==> config.mk <==
export PLATFORM = sky130hd
export DESIGN_NAME = xilinx_board_io_ctrl
export DESIGN_NICKNAME = d
export VERILOG_FILES = /design/src/rtl/xilinx_board_io_pkg.sv /design/src/rtl/xilinx_board_io_debounce.sv /design/src/rtl/xilinx_board_io_ctrl.sv
export SDC_FILE = /design/constraint.sdc
export NUM_CORES = 1
export LEC_CHECK = 0
export ABC_AREA = 1
export ABC_CLOCK_PERIOD_IN_PS = 2400
export CORE_ASPECT_RATIO = 0.6
export CORE_MARGIN = 5
export CORE_UTILIZATION = 53
export DETAILED_ROUTE_END_ITERATION = 16
export GPL_TIMING_DRIVEN = 0
export PLACE_DENSITY_LB_ADDON = 0.1
export SYNTH_ARGS = -nofsm -noshare
export SYNTH_HDL_FRONTEND = slang
export SYNTH_SLANG_ARGS = --single-unit
==> constraint.sdc <==
create_clock -name clk_i -period 2.4 [get_ports clk_i]
set_clock_uncertainty 0.1 [all_clocks]
set_input_delay 0.48 -clock clk_i [delete_from_list [all_inputs] [get_ports clk_i]]
set_output_delay 0.48 -clock clk_i [all_outputs]
set_load 0.01 [all_outputs]
==> src/rtl/xilinx_board_io_pkg.sv <==
`default_nettype none
// ============================================================================
// Module      : xilinx_board_io_pkg
// Description : Shared types and helpers for the board I/O front end
//               (LED mode encoding, debounce counter sizing).
// Revision    : 1.0 - initial release
// ============================================================================
package xilinx_board_io_pkg;

    // LED drive mode, two bits per LED on led_mode_i
    typedef enum logic [1:0] {
        LED_OFF   = 2'b00,
        LED_ON    = 2'b01,
        LED_PWM   = 2'b10,
        LED_BLINK = 2'b11
    } led_mode_e;

    // Width of a counter that must hold values 0..cycles
    function automatic int unsigned debounce_cnt_width(input int unsigned cycles);
        int unsigned w;
        w = $clog2(cycles + 1);
        return (w < 1) ? 1 : w;
    endfunction

endpackage
`default_nettype wire

==> src/rtl/xilinx_board_io_debounce.sv <==
`default_nettype none
// ============================================================================
// Module      : xilinx_board_io_debounce
// Description : One input channel: two-flop synchroniser, stable-level
//               debounce filter and registered rise/fall pulses.
// Revision    : 1.0 - initial release
// ============================================================================
module xilinx_board_io_debounce
    import xilinx_board_io_pkg::*;
#(
    parameter int unsigned DEBOUNCE_CYCLES = 1000000
) (
    input  logic i_clk,
    input  logic i_rst_n,
    input  logic i_pad,
    output logic o_level,
    output logic o_rise,
    output logic o_fall
);

    localparam int unsigned             c_cnt_w    = debounce_cnt_width(DEBOUNCE_CYCLES);
    localparam logic [c_cnt_w-1:0]      c_cnt_last = c_cnt_w'(DEBOUNCE_CYCLES - 1);

    logic               r_s1;
    logic               r_s2;
    logic               r_stable;
    logic [c_cnt_w-1:0] r_cnt;
    logic               r_level;
    logic               r_rise;
    logic               r_fall;

    // Two-flop synchroniser for the asynchronous pad
    always_ff @(posedge i_clk or negedge i_rst_n) begin
        if (!i_rst_n) begin
            r_s1 <= 1'b0;
            r_s2 <= 1'b0;
        end else begin
            r_s1 <= i_pad;
            r_s2 <= r_s1;
        end
    end

    // Accept a new level only after it differs for DEBOUNCE_CYCLES cycles in a row
    always_ff @(posedge i_clk or negedge i_rst_n) begin
        if (!i_rst_n) begin
            r_stable <= 1'b0;
            r_cnt    <= '0;
        end else if (r_s2 == r_stable) begin
            r_cnt    <= '0;
        end else if (r_cnt == c_cnt_last) begin
            r_stable <= r_s2;
            r_cnt    <= '0;
        end else begin
            r_cnt    <= r_cnt + c_cnt_w'(1);
        end
    end

    // Output level register; pulses mark the first cycle the new level is shown
    always_ff @(posedge i_clk or negedge i_rst_n) begin
        if (!i_rst_n) begin
            r_level <= 1'b0;
            r_rise  <= 1'b0;
            r_fall  <= 1'b0;
        end else begin
            r_level <= r_stable;
            r_rise  <= r_stable & ~r_level;
            r_fall  <= ~r_stable & r_level;
        end
    end

    assign o_level = r_level;
    assign o_rise  = r_rise;
    assign o_fall  = r_fall;

endmodule
`default_nettype wire

==> src/rtl/xilinx_board_io_ctrl.sv <==
`default_nettype none
// ============================================================================
// Module      : xilinx_board_io_ctrl
// Description : Board I/O front end: debounced inputs with edge pulses and
//               sticky rise interrupts, LEDs in off/on/PWM/blink mode.
// Revision    : 1.0 - initial release
// ============================================================================
module xilinx_board_io_ctrl
    import xilinx_board_io_pkg::*;
#(
    parameter int unsigned NUM_IN          = 7,
    parameter int unsigned NUM_LED         = 4,
    parameter int unsigned DEBOUNCE_CYCLES = 1000000,
    parameter int unsigned PWM_WIDTH       = 8,
    parameter int unsigned BLINK_WIDTH     = 8
) (
    input  logic                         clk_i,
    input  logic                         rst_ni,
    input  logic [NUM_IN-1:0]            pad_in_i,
    output logic [NUM_IN-1:0]            in_level_o,
    output logic [NUM_IN-1:0]            in_rise_o,
    output logic [NUM_IN-1:0]            in_fall_o,
    input  logic [NUM_IN-1:0]            irq_en_i,
    input  logic [NUM_IN-1:0]            irq_clr_i,
    output logic [NUM_IN-1:0]            irq_pending_o,
    output logic                         irq_o,
    input  logic [2*NUM_LED-1:0]         led_mode_i,
    input  logic [PWM_WIDTH*NUM_LED-1:0] led_duty_i,
    input  logic [BLINK_WIDTH-1:0]       blink_half_i,
    output logic [NUM_LED-1:0]           led_o
);

    logic [NUM_IN-1:0]                   w_level;
    logic [NUM_IN-1:0]                   w_rise;
    logic [NUM_IN-1:0]                   w_fall;
    logic [NUM_IN-1:0]                   r_pending;

    logic [PWM_WIDTH-1:0]                r_frame;
    logic                                w_frame_wrap;
    logic [NUM_LED-1:0][PWM_WIDTH-1:0]   w_duty_in;
    logic [NUM_LED-1:0][PWM_WIDTH-1:0]   r_duty;

    logic [BLINK_WIDTH-1:0]              r_blink_cnt;
    logic [BLINK_WIDTH-1:0]              w_blink_last;
    logic                                r_phase;

    logic [NUM_LED-1:0]                  w_led_next;
    logic [NUM_LED-1:0]                  r_led;

    // ------------------------------------------------------------------
    // Input channels
    // ------------------------------------------------------------------
    generate
        for (genvar gi = 0; gi < NUM_IN; gi++) begin : g_in
            xilinx_board_io_debounce #(
                .DEBOUNCE_CYCLES (DEBOUNCE_CYCLES)
            ) u_debounce (
                .i_clk   (clk_i),
                .i_rst_n (rst_ni),
                .i_pad   (pad_in_i[gi]),
                .o_level (w_level[gi]),
                .o_rise  (w_rise[gi]),
                .o_fall  (w_fall[gi])
            );
        end
    endgenerate

    assign in_level_o = w_level;
    assign in_rise_o  = w_rise;
    assign in_fall_o  = w_fall;

    // Sticky pending flags; a new rise wins over a simultaneous clear
    always_ff @(posedge clk_i or negedge rst_ni) begin
        if (!rst_ni) begin
            r_pending <= '0;
        end else begin
            r_pending <= (r_pending & ~irq_clr_i) | (w_rise & irq_en_i);
        end
    end

    assign irq_pending_o = r_pending;
    assign irq_o         = |r_pending;

    // ------------------------------------------------------------------
    // PWM frame and duty shadows
    // ------------------------------------------------------------------
    assign w_frame_wrap = (r_frame == '1);
    assign w_duty_in    = led_duty_i;

    // Free-running frame counter
    always_ff @(posedge clk_i or negedge rst_ni) begin
        if (!rst_ni) begin
            r_frame <= '0;
        end else begin
            r_frame <= r_frame + PWM_WIDTH'(1);
        end
    end

    // Duty shadows capture at frame start so a frame never mixes two duties
    always_ff @(posedge clk_i or negedge rst_ni) begin
        if (!rst_ni) begin
            r_duty <= '0;
        end else if (r_frame == '0) begin
            r_duty <= w_duty_in;
        end
    end

    // ------------------------------------------------------------------
    // Blink phase, counted in whole PWM frames
    // ------------------------------------------------------------------
    assign w_blink_last = (blink_half_i == '0) ? '0 : (blink_half_i - BLINK_WIDTH'(1));

    // Toggle the shared phase every max(blink_half_i,1) frames
    always_ff @(posedge clk_i or negedge rst_ni) begin
        if (!rst_ni) begin
            r_blink_cnt <= '0;
            r_phase     <= 1'b0;
        end else if (w_frame_wrap) begin
            if (r_blink_cnt == w_blink_last) begin
                r_blink_cnt <= '0;
                r_phase     <= ~r_phase;
            end else begin
                r_blink_cnt <= r_blink_cnt + BLINK_WIDTH'(1);
            end
        end
    end

    // ------------------------------------------------------------------
    // LED mode selection
    // ------------------------------------------------------------------
    generate
        for (genvar gl = 0; gl < NUM_LED; gl++) begin : g_led
            led_mode_e            w_mode;
            logic [PWM_WIDTH-1:0] w_duty_cur;
            logic                 w_pwm_on;
            logic                 w_led_bit;

            assign w_mode     = led_mode_e'(led_mode_i[2*gl +: 2]);
            // At frame start the shadow is still loading, so use the incoming duty
            assign w_duty_cur = (r_frame == '0) ? w_duty_in[gl] : r_duty[gl];
            assign w_pwm_on   = (r_frame < w_duty_cur);

            // Select the LED source for this channel's mode
            always_comb begin
                w_led_bit = 1'b0;
                case (w_mode)
                    LED_OFF:   w_led_bit = 1'b0;
                    LED_ON:    w_led_bit = 1'b1;
                    LED_PWM:   w_led_bit = w_pwm_on;
                    LED_BLINK: w_led_bit = r_phase;
                endcase
            end

            assign w_led_next[gl] = w_led_bit;
        end
    endgenerate

    // Registered LED drive
    always_ff @(posedge clk_i or negedge rst_ni) begin
        if (!rst_ni) begin
            r_led <= '0;
        end else begin
            r_led <= w_led_next;
        end
    end

    assign led_o = r_led;

endmodule
`default_nettype wire

# Yosys cells after proc, flatten, opt, wreduce, memory -nomap -nowiden
# Cells that the tools add are included.
classes:
  n_eq_ne: 28
  n_lt_le_gt_ge: 4
  mux: 24
  add_sub_neg: 10
  bitwise_logic: 40
  reduce_logical: 15
ops:
  columns: ["op", "n"]
  rows:
  - ["2-to-1 mux 20 bit", 14]
  - ["adder 20 x 1 -> 20 bit, second input constant", 7]
  - ["equality test 20 bit, second input constant", 7]
  - ["2-to-1 mux 8 bit", 6]
  - ["less-than comparator 8 bit", 4]
  - ["inverter 1 bit", 22]
  - ["adder 8 x 1 -> 8 bit, second input constant", 2]
  - ["equality test 2 bit, second input constant", 8]
  - ["zero test 8 bit", 2]
  - ["case mux 1 bit (4 select lines)", 4]
  - ["AND reduction 2 bit", 8]
  - ["bitwise AND 1 bit", 14]
  - ["bitwise AND 7 bit", 2]
  - ["equality test 2 x 1 -> 1 bit, second input constant", 4]
  - ["equality test 8 bit", 1]
  - ["equality test 8 bit, second input constant", 1]
  - ["zero test 2 bit", 4]
  - ["subtractor 8 x 1 -> 8 bit, second input constant", 1]
  - ["equality test 1 bit", 7]
  - ["inverter 7 bit", 1]
  - ["bitwise OR 7 bit", 1]
  - ["OR reduction 7 bit", 1]
totals:
  out_inout_bits: 33
  register_bits: 242
  inputBits: 71
  word_cells: 179

# Longest topological paths before layout
# Gate-level depths: netlist of the first run.
depth:
  depth_word: 4
  mapped_depth: 17
  mapped_depth_nobuf: 15

# Modules after synthesis
# From an unflattened synthesis of the first run, not the netlist that was laid out.
unflattened:
  cells_unflattened: 1668
  area_unflattened_um2: 13340.3
by_module_without_submodules:
  columns: ["mod", "seq_area_each_um2", "cells_each", "area_per_inst_um2", "instances"]
  rows:
  - ["xilinx_board_io_debounce", 650.6, 167, 1366.3, 7]
  - ["xilinx_board_io_ctrl", 1501.4, 499, 3776.1, 1]

# Worst setup path after synthesis of the first run
# Ideal clock, no wire load.
synth_timing:
  kind: "flip-flop to flip-flop"
  start: "reg r_frame[0]"
  end: "reg r_led[3] (netlist: led_o[3])"
  stages_incl_launch_ff: 16
  required_ns: 2.235
  synth_period_minus_slack_ns: 2.558
  arrival_ns: 2.393
  path_buffers: 2
  path_slack_ns: -0.158
  setup_time_ns: 0.065
  path_cell_list: "dfrtp_1 -> inv_1 -> ha_1 -> inv_1 -> nor3_2 -> nand2_2 -> buf_4 -> buf_4 -> nand2_1 -> o21ai_1 -> ha_1 -> a2111oi_0 -> o21ai_0 -> inv_1 -> nand2_1 -> nand2_1"
synth_via:
  elab_chain_cells: 4
synth_lines:
  columns: ["element", "line_no", "source"]
  rows:
  - ["start, declared", "xilinx_board_io_ctrl.sv:38", "logic [PWM_WIDTH-1:0] r_frame;"]
  - ["start signal, assigned", "xilinx_board_io_ctrl.sv:95", "r_frame <= r_frame + PWM_WIDTH'(1);"]
  - ["zero test 8 bit", "xilinx_board_io_ctrl.sv:140", "assign w_duty_cur = (r_frame == '0) ? w_duty_in[gl] : r_duty[gl];"]
  - ["2-to-1 mux 8 bit", "xilinx_board_io_ctrl.sv:140", null]
  - ["less-than comparator 8 bit *", "xilinx_board_io_ctrl.sv:141", "assign w_pwm_on = (r_frame < w_duty_cur);"]
  - ["case mux 1 bit (4 select lines) *", "xilinx_board_io_ctrl.sv:146", "case (w_mode)"]
  - ["named net g_led[3].w_led_bit", "xilinx_board_io_ctrl.sv:136", "logic w_led_bit;"]
  - ["end signal, assigned", "xilinx_board_io_ctrl.sv:163", "r_led <= w_led_next;"]
  - ["end, declared", "xilinx_board_io_ctrl.sv:48", "logic [NUM_LED-1:0] r_led;"]
# The timed path passes the listed nets; every way through them passes the cells marked *.
# A chain may end at the register's enable or synchronous reset.

# Worst setup path in the final report of the first run
layout_timing:
  start: "reg r_frame[0]"
  end: "reg r_led[1] (netlist: led_o[1])"
layout_via:
  elab_chain_cells: 4
layout_lines:
  columns: ["element", "line_no"]
  rows:
  - ["zero test 8 bit", "xilinx_board_io_ctrl.sv:140"]
  - ["2-to-1 mux 8 bit", "xilinx_board_io_ctrl.sv:140"]
  - ["less-than comparator 8 bit *", "xilinx_board_io_ctrl.sv:141"]
  - ["case mux 1 bit (4 select lines) *", "xilinx_board_io_ctrl.sv:146"]
  - ["named net g_led[1].w_led_bit", "xilinx_board_io_ctrl.sv:136"]
# Marks and branches as above.

==> results of run 1 <==
[critical path, cell delays in order (launching register included)]
cell and delay (ns):
dfrtp_1 0.40, inv_2 0.09, ha_4 0.13, inv_2 0.04, nor3_4 0.18, buf_4 0.14
buf_4 0.10, buf_4 0.10, buf_4 0.09, buf_4 0.09, buf_4 0.09, buf_4 0.12
nand3_1 0.09, nand3_1 0.11, nand2_1 0.05, nand2_1 0.06, nand3_1 0.09, nand2_2 0.09
nand2_1 0.07, nand2_2 0.07, nand2_2 0.06
[per-layer routing]
metal | vias to the layer above | global-route usage (%)
met5 | - | 0
met4 | 0 | 3.242
met3 | 28 | 2.729
met2 | 180 | 29.02
met1 | 4624 | 31.30
li1 | 5081 | -
[final cells by class]
| cell class | count | area [sq um] |
|---|---|---|
| Timing Repair Buffer | 143 | 1373 |
| Sequential cell | 242 | 6065 |
| Buffer | 30 | 252.7 |
| Fill cell | 1914 | 7955 |
| Clock inverter | 3 | 15.01 |
| Inverter | 256 | 965.9 |
| Clock buffer | 35 | 690.7 |
| Tap cell | 315 | 394.1 |
| Multi-Input combinational cell | 963 | 5478 |
[synth_stat cells, drive strengths merged (8+ instances only)]
cell type    n
ha          39
o21a         8
buf         28
dfrtp      242
a21oi       59
xnor2       13
nand3       95
xor2        50
o21ai       68
inv        254
nand4       40
nor3        44
nand2      275
nor2       215
nor4        15
[stage by stage]
step / setup TNS (ns) / utilization [%] / total power [mW]
2_1_floorplan: -0.09747 / - / 4.481
3_3_place_gp: -2321.56 / 60.18 / 4.751
3_5_place_dp: -2.706 / 60.32 / 4.764
4_1_cts: 0 / 64.49 / 8.252
5_1_grt: -0.7619 / 65.69 / 8.504
6_report: -0.1304 / 65.69 / 8.168
[path summary, 6_finish.rpt]
path | to | slack [ns] | cells after the start
worst max-delay path | led_o[1] | -0.08 | 20
worst min-delay path | g_in[1].u_debounce.r_s2 | 0.25 | 0
worst max register to register | led_o[1] | -0.08 | 20
worst min register to register | g_in[1].u_debounce.r_s2 | 0.25 | 0
max in group asynchronous | g_in[3].u_debounce.r_cnt[0] | 0.58 | 3
min in group asynchronous | g_in[1].u_debounce.r_cnt[5] | 0.54 | 2
[sequential cells by signal, summed over array words and instances (netlist names)]
register / count
r_frame: 8
g_in.u_debounce.r_cnt: 140
g_in.u_debounce.o_rise: 7
g_in.u_debounce.o_fall: 7
r_duty: 32
r_blink_cnt: 8
g_in.u_debounce.r_s2: 7
g_in.u_debounce.r_s1: 7
irq_pending_o: 7
g_in.u_debounce.r_stable: 7
r_phase: 1
g_in.u_debounce.o_level: 7
led_o: 4
[kinds of logic after synthesis]
family          count (synthesis)
buf+inv                       286
flops                         242
compound gates                152
fa+ha+maj                      39
xor+xnor                       63
simple gates                  705
mux                             4
[timing repair]
item,in CTS,in global routing
setup buffers,21,17
cloned,0,0
hold buffers,1,0
endpoints found under the hold margin,1,0
setup endpoints to repair,5,4
resized for setup,28,37
pin swaps,6,24
[where the power goes]
part	switching [mW]	internal, mW	leakage, nW
registers	0.0354	4.15	3.22
logic	0.293	0.235	3.62
clock network	1.49	1.97	0.351
==> reports/results.ini, run 1 <==
[outcome]
status=finished, violations left
failed_checks=negative setup slack

[global_routing]
grt_pass1_vias=9278
grt-ovfl-total=0
grt_pass1_wl_um=44750
grt_use_total_pct=19.61
grt_max_degree=123
antenna_found_initial=0

[routing]
antenna_left=0
met1Wirelength_um=13750
dr_wl_met3_um=1010
num_vias=9913
via_per_inst=4.989
first_pass_iters=5
routed_wl_um=26280
drtIter0Drc=582
highest_layer=met4
wl_per_cell_um=13.23
wl_met2_um=11120
drc=0

[sta]
post-route-min-period_ns=2.477
maxSlewViolCount=0
hold_viol=0
tightestPinTransition_ns=0.8957
fmax_ghz=0.4038
setup_ws_ns=-0.07664
hold_slack_ns=0.2470
rsz0062_at_grt=yes
slew_headroom_pct=40.28
post-route-period-util_pct=103.2
setup_viol=3

[synth]
ys_seq_area_share_pct=48.41
avgSynthCellArea_sq_um=8.390
synthArstFlopShare_pct=100.0
syn_area_sq_mm=0.01251
synth_top_area_share_pct=48.41
synth_xor_area_share_pct=4.411
netlist_instances=1491
ys_ff_latch=242
muxShareOfSynthArea_pct=0.3601
synth_compound_area_share_pct=6.951
synth_ff_type=dfrtp_1
synth-edff-count=0
synthTopCellsByArea=dfrtp_1 48%, nand2_1 7.9%, inv_1 7.4%
synth_simple_gate_area_share_pct=26.56
synth_nets=1601
yosysUniqueCellTypes=44
synth_top_family_by_area=simple AND/OR/NAND/NOR gates
synth_area_leader_cell=dfrtp_1
synth-adder-area-share_pct=3.901
yosysWarnings=0

[setup_path]
arrival_ns=2.75
cp-startpoint=r_frame[0]
crit_fanout=4
worstReg2RegStart=r_frame[0]
start_kind=flop
timing_worst_setup_path_type=reg2reg
cp_data_required_time_ns=2.67
critPathCaptureType=flop

[place]
pre_cts_slack_ns=-0.4506
place_area_sq_mm=0.01399
gp_congestion=0.8618
hpwl_um=18440
port_buffers=103
dp.cells=1910

[cells_and_area]
layout.cells.non_filler=1987
num_antenna_cells=0
area_delta_synth_final_pct=21.77
layout.nets=1769
drive_gt1_share_pct=13.70
final_area_sq_mm=0.01523
layout_commonest_cell=nand2_1
final_cell_mix=251 x nand2_1, 243 x inv_1, 235 x dfrtp_1

[min_path]
hp-class=reg2reg
min-delay-start=g_in[1].u_debounce.r_s1

[floorplan]
rows=43
die_area_sq_mm=0.02688
coreArea_sq_mm=0.02319
fp.dieH_um=129.0
fp.dieW_um=208.3
initial_core_util_pct=53.95
ios=104

[clocking]
clock-sinks=242
cts_tree=yes
cts_root_buf=clkbuf_16
htree_levels=1
clock_latency_ns=0.50
clk_path_buf_depth=3
clk_pin_slew_ns=0.06
cts_buffers=23

[power]
power_density_mw_per_mm2=536.2
ir_worst_vdd_mv=0.4579
power.leakage_nw=7.188

[flow_run]
drv_cap=0

Power figures use the tool's default switching activity.
==> run 2: changes to the inputs <==
--- a/config.mk
+++ b/config.mk
@@ -7,9 +7,11 @@
 export LEC_CHECK = 0
 export ABC_AREA = 1
 export ABC_CLOCK_PERIOD_IN_PS = 2400
+export CELL_PAD_IN_SITES_DETAIL_PLACEMENT = 0
+export CELL_PAD_IN_SITES_GLOBAL_PLACEMENT = 2
 export CORE_ASPECT_RATIO = 0.6
 export CORE_MARGIN = 5
-export CORE_UTILIZATION = 53
+export CORE_UTILIZATION = 32
 export DETAILED_ROUTE_END_ITERATION = 16
 export GPL_TIMING_DRIVEN = 0
 export PLACE_DENSITY_LB_ADDON = 0.1
==> run 2 against run 1 <==
The flow still finishes with violations (negative setup slack). Largest cell class unchanged. Cell count grew 10%. Highest routed layer unchanged. Count of clock-buffer cells in the layout up 2. Die area increased by 61%. Non-clock buffer count fell by 13. Via count fell by 1.9%. Sequential share of layout area down 0.97 points. Setup slack got worse by 0.078 ns.
==> reports/results.ini, run 2 (same netlist as run 1, synthesis figures left out) <==
[power]
power_density_mw_per_mm2=584.7  ; +9.0%
pwr-share-seq_pct=45.9  ; -5.4 points
power.internal_mw=7.061  ; +11%
power_switching_mw=2.070  ; +14%
combPwrFrac_pct=5.8  ; -0.7 points
power.leakage_nw=7.252  ; +0.90%
ir_worst_vdd_mv=0.3769  ; -18%
switching_share_pct=22.67  ; +0.46 points
clkPwrFrac_pct=48.3  ; +6.0 points

[flow_run]
drv_cap=0  ; unchanged

[place]
hpwl_um=21040  ; +14%
gp_congestion=0.7599  ; -12%
pre_cts_slack_ns=-0.6633  ; -0.2127 ns
dp.cells=2118  ; +11%
port_buffers=103  ; unchanged

[cells_and_area]
reg_top3=g_in.u_debounce.r_cnt: 140 flops, r_duty: 32 flops
layout_commonest_cell=nand2_1
layout.cells.non_filler=2192  ; +10%
area_delta_synth_final_pct=24.83
layout.nets=1760  ; -0.51%
num_antenna_cells=0  ; unchanged
final_cell_mix=256 x nand2_1, 243 x inv_1, 235 x dfrtp_1
drive_gt1_share_pct=13.17  ; -0.52 points
largest_reg_flops=140  ; unchanged
num-fill-cells=4028  ; +110%
final_util_pct=40.23  ; -25 points
largest-register=g_in.u_debounce.r_cnt

[global_routing]
grt_pass1_vias=9605  ; +3.5%
antenna_found_initial=0  ; unchanged
grt-ovfl-total=0  ; unchanged
grt_pass1_wl_um=50060  ; +12%
grt_max_degree=86  ; -30%
grt_use_total_pct=13.85  ; -5.8 points

[routing]
num_vias=9726  ; -1.9%
first_pass_iters=7  ; +2
drtIter0Drc=556  ; -4.5%
antenna_left=0  ; unchanged
via_per_inst=4.437  ; -11%
wl_per_cell_um=13.63  ; +3.1%
routed_wl_um=29880  ; +14%
drc=0  ; unchanged

[floorplan]
fp.dieW_um=265.3  ; +27%
fp.dieH_um=163.2  ; +26%
ios=104  ; unchanged
initial_core_util_pct=32.23  ; -22 points
coreArea_sq_mm=0.03882  ; +67%
rows=56  ; +30%
die_area_sq_mm=0.04328  ; +61%

[min_path]
hp-class=reg2reg

[setup_path]
critPathCaptureType=flop
arrival_ns=2.93  ; +0.18 ns
start_kind=flop
crit_fanout=5  ; +1
cp_data_required_time_ns=2.78  ; +0.11 ns
ff2ff_setup_slack_ns=-0.15  ; -0.08 ns
timing_worst_setup_path_type=reg2reg

[clocking]
cts_buffers=27  ; +17%
cts_root_buf=clkbuf_16
clock_latency_ns=0.54  ; +0.04 ns
clk_path_buf_depth=3  ; unchanged
cts_tree=yes
clock-sinks=242  ; unchanged
htree_levels=1  ; unchanged
clk_pin_slew_ns=0.06  ; about the same

[sta]
hold_viol=0  ; unchanged
fmax_ghz=0.3914  ; -3.1%
setup_viol=4  ; +1
post-route-min-period_ns=2.555  ; +0.07823 ns
rsz0062_at_grt=yes
slew_headroom_pct=57.20  ; +17 points
hold_slack_ns=0.2467  ; -0.0002570 ns
tightestPinTransition_ns=0.6420  ; -0.2537 ns
maxSlewViolCount=0  ; unchanged
post-route-period-util_pct=106.5  ; +3.3 points
setup_ws_ns=-0.1549  ; -0.07823 ns

[outcome]
status=finished, violations left
failed_checks=negative setup slack

-- run 2: cell types whose count changed in the layout (fill, tap and decap cells not counted), moves of 2 or more --
cell and change:
clkbuf_16 +5, o21ai_1 +2, ha_1 +2, buf_4 -10
ha_2 -2, buf_6 -4, clkinv_2 +4, bufinv_16 +4
nand2_2 -5, nand2_1 +5
-- run 2: cell type report --
class / instances / area [sq um] / share of cell area [%]
sequential: 242 / 6065 / 38.84
clock inverter: 12 / 162.7 / 1.042
timing repair buffer: 132 / 1316 / 8.429
inverter: 256 / 965.9 / 6.186
clock buffer: 37 / 773.2 / 4.952
multi-input combinational: 963 / 5450 / 34.90
tap: 522 / 653.1 / 4.183
buffer: 28 / 229.0 / 1.466
-- run 2: power by group through the flow --
stage	combinational, mW	sequential (mW)	clock [mW]
after floorplan	0.222	4.26	0
after global placement	0.510	4.27	0
after detailed placement	0.521	4.26	0
after CTS	0.535	4.19	4.60
after global routing	0.613	4.19	4.76
final	0.532	4.19	4.41
-- run 2: worst paths after layout --
check / endpoint / depth (start not counted) / from
min in group asynchronous: r_duty[21] / 2 / rst_ni
min reg2reg: g_in[3].u_debounce.r_s2 / 0 / g_in[3].u_debounce.r_s1
min: g_in[3].u_debounce.r_s2 / 0 / g_in[3].u_debounce.r_s1
max in group asynchronous: g_in[1].u_debounce.r_cnt[3] / 4 / rst_ni
max: led_o[2] / 18 / r_frame[0]
max reg2reg: led_o[2] / 18 / r_frame[0]
-- run 2: worst max-delay path, cell delays in order, from the launching register on --
cell	delay, ns
dfrtp_1	0.39
inv_2	0.09
ha_4	0.13
inv_2	0.04
nor3_4	0.24
nand2_2	0.14
buf_8	0.16
buf_6	0.12
buf_8	0.13
nand2_2	0.06
o21ai_2	0.06
ha_1	0.33
nand2_2	0.10
inv_2	0.04
nand2_1	0.05
nand3_1	0.06
a31oi_1	0.14
nand2_1	0.07
nand2_1	0.06
-- run 2: through the flow --
step | TNS (ns) | cell area (sq um) | power [mW]
2_1_floorplan | -0.09747 | 12530 | 4.481
3_3_place_gp | -2568.07 | 14210 | 4.777
3_5_place_dp | -3.712 | 14270 | 4.783
4_1_cts | -0.07170 | 15440 | 9.319
5_1_grt | -1.031 | 15620 | 9.570
6_report | -0.4451 | 15620 | 9.130
-- run 2: timing repair --
item | CTS | global route
buffers inserted | 16 | 9
pin swaps | 5 | 12
hold buffers | 1 | 0
endpoints found under the hold margin | 73 | 0
resized for setup | 28 | 23
gates cloned | 0 | 1
setup endpoints to repair | 5 | 4
-- run 2: routing by layer --
layer | vias up | GRT usage (%) | wire (um)
met1 | 4499 | 22.78 | 16970
met2 | 118 | 18.91 | 11450
met5 | - | 0 | 0
met4 | 0 | 2.209 | 425
li1 | 5075 | - | -
met3 | 34 | 2.469 | 1029
==> run 3: changes to the inputs <==
--- a/config.mk
+++ b/config.mk
@@ -18,3 +18,4 @@
 export SYNTH_ARGS = -nofsm -noshare
 export SYNTH_HDL_FRONTEND = slang
 export SYNTH_SLANG_ARGS = --single-unit
+export TNS_END_PERCENT = 10
==> run 3 against run 2 <==
The flow still finishes with violations (negative setup slack). Clock power decreased by 5.4%. Fmax increased by 3.6%. Final area fell by 0.70%. Count of clock-buffer cells in the layout stayed put. Global-route usage down 0.14 points. Setup slack better by 0.089 ns. Die area did not move. Total power down 2.6%. Worst hold slack hardly changed. Critical path depth shrank 1. Combinational power is essentially flat. Critical endpoint is now led_o[3]. Largest power group is now registers.
==> reports/results.ini, run 3 (same netlist as run 1, synthesis figures left out) <==
[power]
totalPowerFinal_mw=8.891  ; -2.6%
ir_worst_vdd_mv=0.4775  ; +27%
power_density_mw_per_mm2=573.4  ; -1.9%
power.leakage_nw=7.201  ; -0.70%

[clocking]
htree_levels=1  ; unchanged
cts_tree=yes
clk_path_buf_depth=3  ; unchanged
clock-sinks=242  ; unchanged
cts_root_buf=clkbuf_16
clk_pin_slew_ns=0.06  ; about the same
clock_latency_ns=0.55  ; about the same
cts_buffers=26  ; -3.7%

[cells_and_area]
reg_top3=g_in.u_debounce.r_cnt: 140 flops, r_duty: 32 flops
largest_reg_flops=140  ; unchanged
layout.cells.non_filler=2183  ; -0.41%
num_antenna_cells=0  ; unchanged
final_util_pct=39.95  ; -0.28 points
area_delta_synth_final_pct=23.95
layout_commonest_cell=nand2_1
final_cell_mix=260 x nand2_1, 243 x inv_1, 235 x dfrtp_1
drive_gt1_share_pct=12.46  ; -0.71 points
layout.nets=1753  ; -0.40%
largest-register=g_in.u_debounce.r_cnt

[sta]
fmax_ghz=0.4056  ; +3.6%
tightestPinTransition_ns=0.7182  ; +0.07611 ns
hold_viol=0  ; unchanged
post-route-period-util_pct=102.7  ; -3.7 points
slew_headroom_pct=52.12  ; -5.1 points
setup_viol=2  ; -2
rsz0062_at_grt=yes
post-route-min-period_ns=2.465  ; -0.08940 ns
maxSlewViolCount=0  ; unchanged
setup_ws_ns=-0.06547  ; +0.08940 ns

[min_path]
hp-class=reg2reg

[floorplan]
initial_core_util_pct=32.23  ; unchanged
die_area_sq_mm=0.04328  ; unchanged
ios=104  ; unchanged
fp.dieW_um=265.3  ; unchanged
coreArea_sq_mm=0.03882  ; unchanged
fp.dieH_um=163.2  ; unchanged
rows=56  ; unchanged

[setup_path]
path_cells=inv_2 > ha_4 > inv_2 > nor3_4 > nand2_2 > buf_8 > buf_8 > buf_6 > buf_4 > nand2_1 > o21ai_2 > ha_1 > a21oi_1 > nand2_1 > nand2_1 > nand2_1 > nand2_1
crit_slowest_cell=dfrtp_2
crit_fanout=8  ; +3
cp_data_required_time_ns=2.78  ; about the same
critPathCaptureType=flop
timing_worst_setup_path_type=reg2reg
path_delay_family=buffers and inverters
cpPeakStageDelay_ns=0.41  ; +0.02 ns
crit_buf_inv=6  ; unchanged
arrival_ns=2.84  ; -0.09 ns
start_kind=flop
cpMostUsedCell=nand2_1

[global_routing]
grt_use_total_pct=13.71  ; -0.14 points
antenna_found_initial=0  ; unchanged
grt_max_degree=92  ; +7.0%
grt_pass1_vias=9583  ; -0.23%
grt-ovfl-total=0  ; unchanged
grt_pass1_wl_um=49620  ; -0.88%

[routing]
antenna_left=0  ; unchanged
routed_wl_um=29300  ; -1.9%
drtIter0Drc=507  ; -8.8%
num_vias=9591  ; -1.4%
via_per_inst=4.393  ; -0.98%
drc=0  ; unchanged
first_pass_iters=5  ; -2
wl_per_cell_um=13.42  ; -1.5%

[flow_run]
drv_cap=0  ; unchanged

[place]
dp.cells=2118  ; unchanged
pre_cts_slack_ns=-0.6863  ; -0.02298 ns
port_buffers=103  ; unchanged
gp_congestion=0.7799  ; +2.6%
hpwl_um=20940  ; -0.48%

[outcome]
failed_checks=negative setup slack
status=finished, violations left

## run 3: cell count changes in the layout (fill, tap and decap cells not counted), moves of 2 or more
cell and delta:
nand2_1 +4, buf_6 +2, bufinv_16 -2, nand2_2 -4, buf_4 -7, o21ai_4 +2
## run 3: metal layers
layer | routed length, um | GRT usage (%) | vias up
met3 | 979 | 2.424 | 37
met5 | 0 | 0 | -
met1 | 16680 | 22.45 | 4405
met2 | 11150 | 18.75 | 103
met4 | 486 | 2.421 | 0
li1 | - | - | 5046
## run 3: report_power, final
| part | internal [mW] | switching, mW | total (mW) |
|---|---|---|---|
| Clock | 2.47 | 1.70 | 4.17 |
| Sequential | 4.15 | 0.0343 | 4.19 |
| Combinational | 0.233 | 0.298 | 0.531 |
| Total | 6.85 | 2.04 | 8.89 |
## run 3: worst paths after layout
| kind | startpoint | endpoint | slack (ns) | cells past startpoint |
|---|---|---|---|---|
| min in group asynchronous | rst_ni | r_duty[23] | 0.43 | 2 |
| max | r_frame[1] | led_o[3] | -0.07 | 17 |
| max reg2reg | r_frame[1] | led_o[3] | -0.07 | 17 |
| min | g_in[4].u_debounce.r_s1 | g_in[4].u_debounce.r_s2 | 0.25 | 0 |
| max in group asynchronous | rst_ni | g_in[5].u_debounce.o_fall | 0.85 | 3 |
| min reg2reg | g_in[4].u_debounce.r_s1 | g_in[4].u_debounce.r_s2 | 0.25 | 0 |
## run 3: stage by stage
step	instance area (sq um)	hold slack (ns)	setup TNS, ns
6_report	15510	0.2469	-0.09557
5_1_grt	15510	0.2402	-0.7682
4_1_cts	15290	0.2371	-0.1693
3_5_place_dp	14270	0.2347	-3.953
3_3_place_gp	14210	0.2317	-2590.82
2_1_floorplan	12530	0.08441	-0.09747
## run 3: final cells by class
cell class	instances	area, sq um
clock buffers	37	783.3
fillers	3990	23310
repair buffers	124	1239
clock inverters	9	95.09
multi-input cells	963	5454
inverters	256	965.9
plain buffers	30	251.5
flip-flops and latches	242	6065
well taps	522	653.1
## run 3: what timing repair did
item                       4_1_cts  5_1_grt
setup buffers                    9        9
hold buffers                     1        0
hold endpoints to repair        83        0
gates resized for setup         21       30
setup endpoints to repair        5        4
pin swaps                        3       13
==> edit (settings of run 1) <==
Register the input `led_mode_i` before use. The logic sees it one clock later. The other inputs are not delayed to match.
--- a/src/rtl/xilinx_board_io_ctrl.sv
+++ b/src/rtl/xilinx_board_io_ctrl.sv
@@ -30,4 +30,10 @@
     output logic [NUM_LED-1:0]           led_o
 );
+
+    logic [2*NUM_LED-1:0] led_mode_q;
+
+    always_ff @(posedge clk_i) begin
+        led_mode_q <= led_mode_i;
+    end
 
     logic [NUM_IN-1:0]                   w_level;
@@ -136,5 +142,5 @@
             logic                 w_led_bit;
 
-            assign w_mode     = led_mode_e'(led_mode_i[2*gl +: 2]);
+            assign w_mode     = led_mode_e'(led_mode_q[2*gl +: 2]);
             // At frame start the shadow is still loading, so use the incoming duty
             assign w_duty_cur = (r_frame == '0) ? w_duty_in[gl] : r_duty[gl];
Behaviour: not the same (Yosys sat finds a counterexample within 4 cycles, from zero or initial values and one cycle with rst_ni low).
==> edit against run 1 <==
- the run still ends with setup timing left
- wire length is 3.4% higher
- total power up 15%
- worst setup slack improved by 59 ps
- area after synthesis increased by 0.70%
- sequential cell count is 8 higher
- cell area is 1.8% higher
- clock power increased by 31%
- largest power group is now the clock network
- highest routed layer is now met5
==> edit: results (changes against run 1) <==
<table>
<tr><th>Metric</th><th>Value</th></tr>
<tr><th colspan="2">Run status</th></tr>
<tr><td>Outcome</td><td>finished, violations left</td></tr>
<tr><td>Violated checks</td><td>setup timing</td></tr>
<tr><th colspan="2">Pwr</th></tr>
<tr><td>Worst supply voltage drop on vdd</td><td>0.501 mV (+9.4%)</td></tr>
<tr><td>Power per standard cell area</td><td>606 nW/um^2 (+13%)</td></tr>
<tr><td>Switching power share of the total</td><td>21.4% (-0.78 points)</td></tr>
<tr><td>Net switching power</td><td>2.01 mW (+11%)</td></tr>
<tr><td>P_comb</td><td>535 uW (+2%)</td></tr>
<tr><th colspan="2">Route</th></tr>
<tr><td>Met1 routed wirelength after detailed routing</td><td>14100 um (+2.6%)</td></tr>
<tr><th colspan="2">Synth</th></tr>
<tr><td>Main area contributors after synthesis</td><td>dfrtp_1 (48%), nand2_1 (7.9%), inv_1 (7.2%)</td></tr>
<tr><td>Most frequent cells after synthesis</td><td>nand2_1 (266), dfrtp_1 (242), inv_1 (241)</td></tr>
<tr><td>FFs w/ async S/R, synth</td><td>96.8% (-3.2 points)</td></tr>
<tr><td>Mean instance size in the synthesized netlist</td><td>8.44 sq um (+0.63%)</td></tr>
<tr><th colspan="2">Global route</th></tr>
<tr><td>Global routing usage on met3</td><td>4.04% (+1.3 points)</td></tr>
<tr><td>Initial antenna violation count</td><td>1 (+1)</td></tr>
<tr><td>Total routing usage reported by global routing</td><td>20.3% (+0.73 points)</td></tr>
<tr><th colspan="2">Cells and area</th></tr>
<tr><td>Nets@finish</td><td>1755 (-0.79%)</td></tr>
<tr><td>Fraction of layout instances using a drive strength above 1</td><td>13.3% (-0.41 points)</td></tr>
<tr><td>Count of placed standard cells in the final layout, fillers left out</td><td>1980 (-0.35%)</td></tr>
<tr><th colspan="2">Worst setup path</th></tr>
<tr><td>Largest fanout on the critical path</td><td>6 (+2)</td></tr>
<tr><td>Capturing instance or port of the critical path</td><td>led_o[3]</td></tr>
<tr><th colspan="2">Timing</th></tr>
<tr><td>Number of setup violations in the final report</td><td>2 (-1)</td></tr>
<tr><td>Slew HR</td><td>61.8% (+22 points)</td></tr>
<tr><td>Final WS setup</td><td>-17.4 ps (+59.2 ps)</td></tr>
<tr><th colspan="2">Placed design</th></tr>
<tr><td>DP Wirelength</td><td>19400 um (+5.2%)</td></tr>
<tr><td>Placer Congestion</td><td>0.848 (-1.6%)</td></tr>
<tr><td>Placed Cells</td><td>1912 (+0.10%)</td></tr>
<tr><td>Placed instance area</td><td>14100 sq um (+0.72%)</td></tr>
<tr><th colspan="2">Worst hold path</th></tr>
<tr><td>Hold EP</td><td>g_in[3].u_debounce.r_s2</td></tr>
</table>
==> edit: changes by cell type after synthesis, sizes merged, moves of 4 or more <==
cell,change
dfxtp,+8
inv,-8
nand2,+5
nand4,-4
nor2,-5
xor2,+6
==> edit: what timing repair did <==
action,4_1_cts,5_1_grt
gates resized for setup,40,46
gates cloned,1,0
setup buffers,11,8
pin swaps,6,25
hold endpoints to repair,66,0
endpoints found under the setup margin,5,5
hold buffers,1,0
==> edit: cell type report <==
type	count	share of cell area [%]
inverter	246	5.96
timing repair buffer	126	8.07
multi-input combinational	965	35.4
tap	315	2.54
antenna	1	0.0161
clock inverter	14	1.69
buffer	31	1.63
sequential	250	40.1
clock buffer	32	4.59
==> edit: logic make-up after synthesis <==
family / after synthesis / synth area share (%)
xor gates and xnor gates: 68 / 4.73
AOI/OAI and AO/OA: 149 / 6.73
DFF: 250 / 49.3
muxes: 4 / 0.358
adders and majority gates: 39 / 3.87
and+or+nand+nor: 705 / 26.0
buffers and inverters: 277 / 8.95
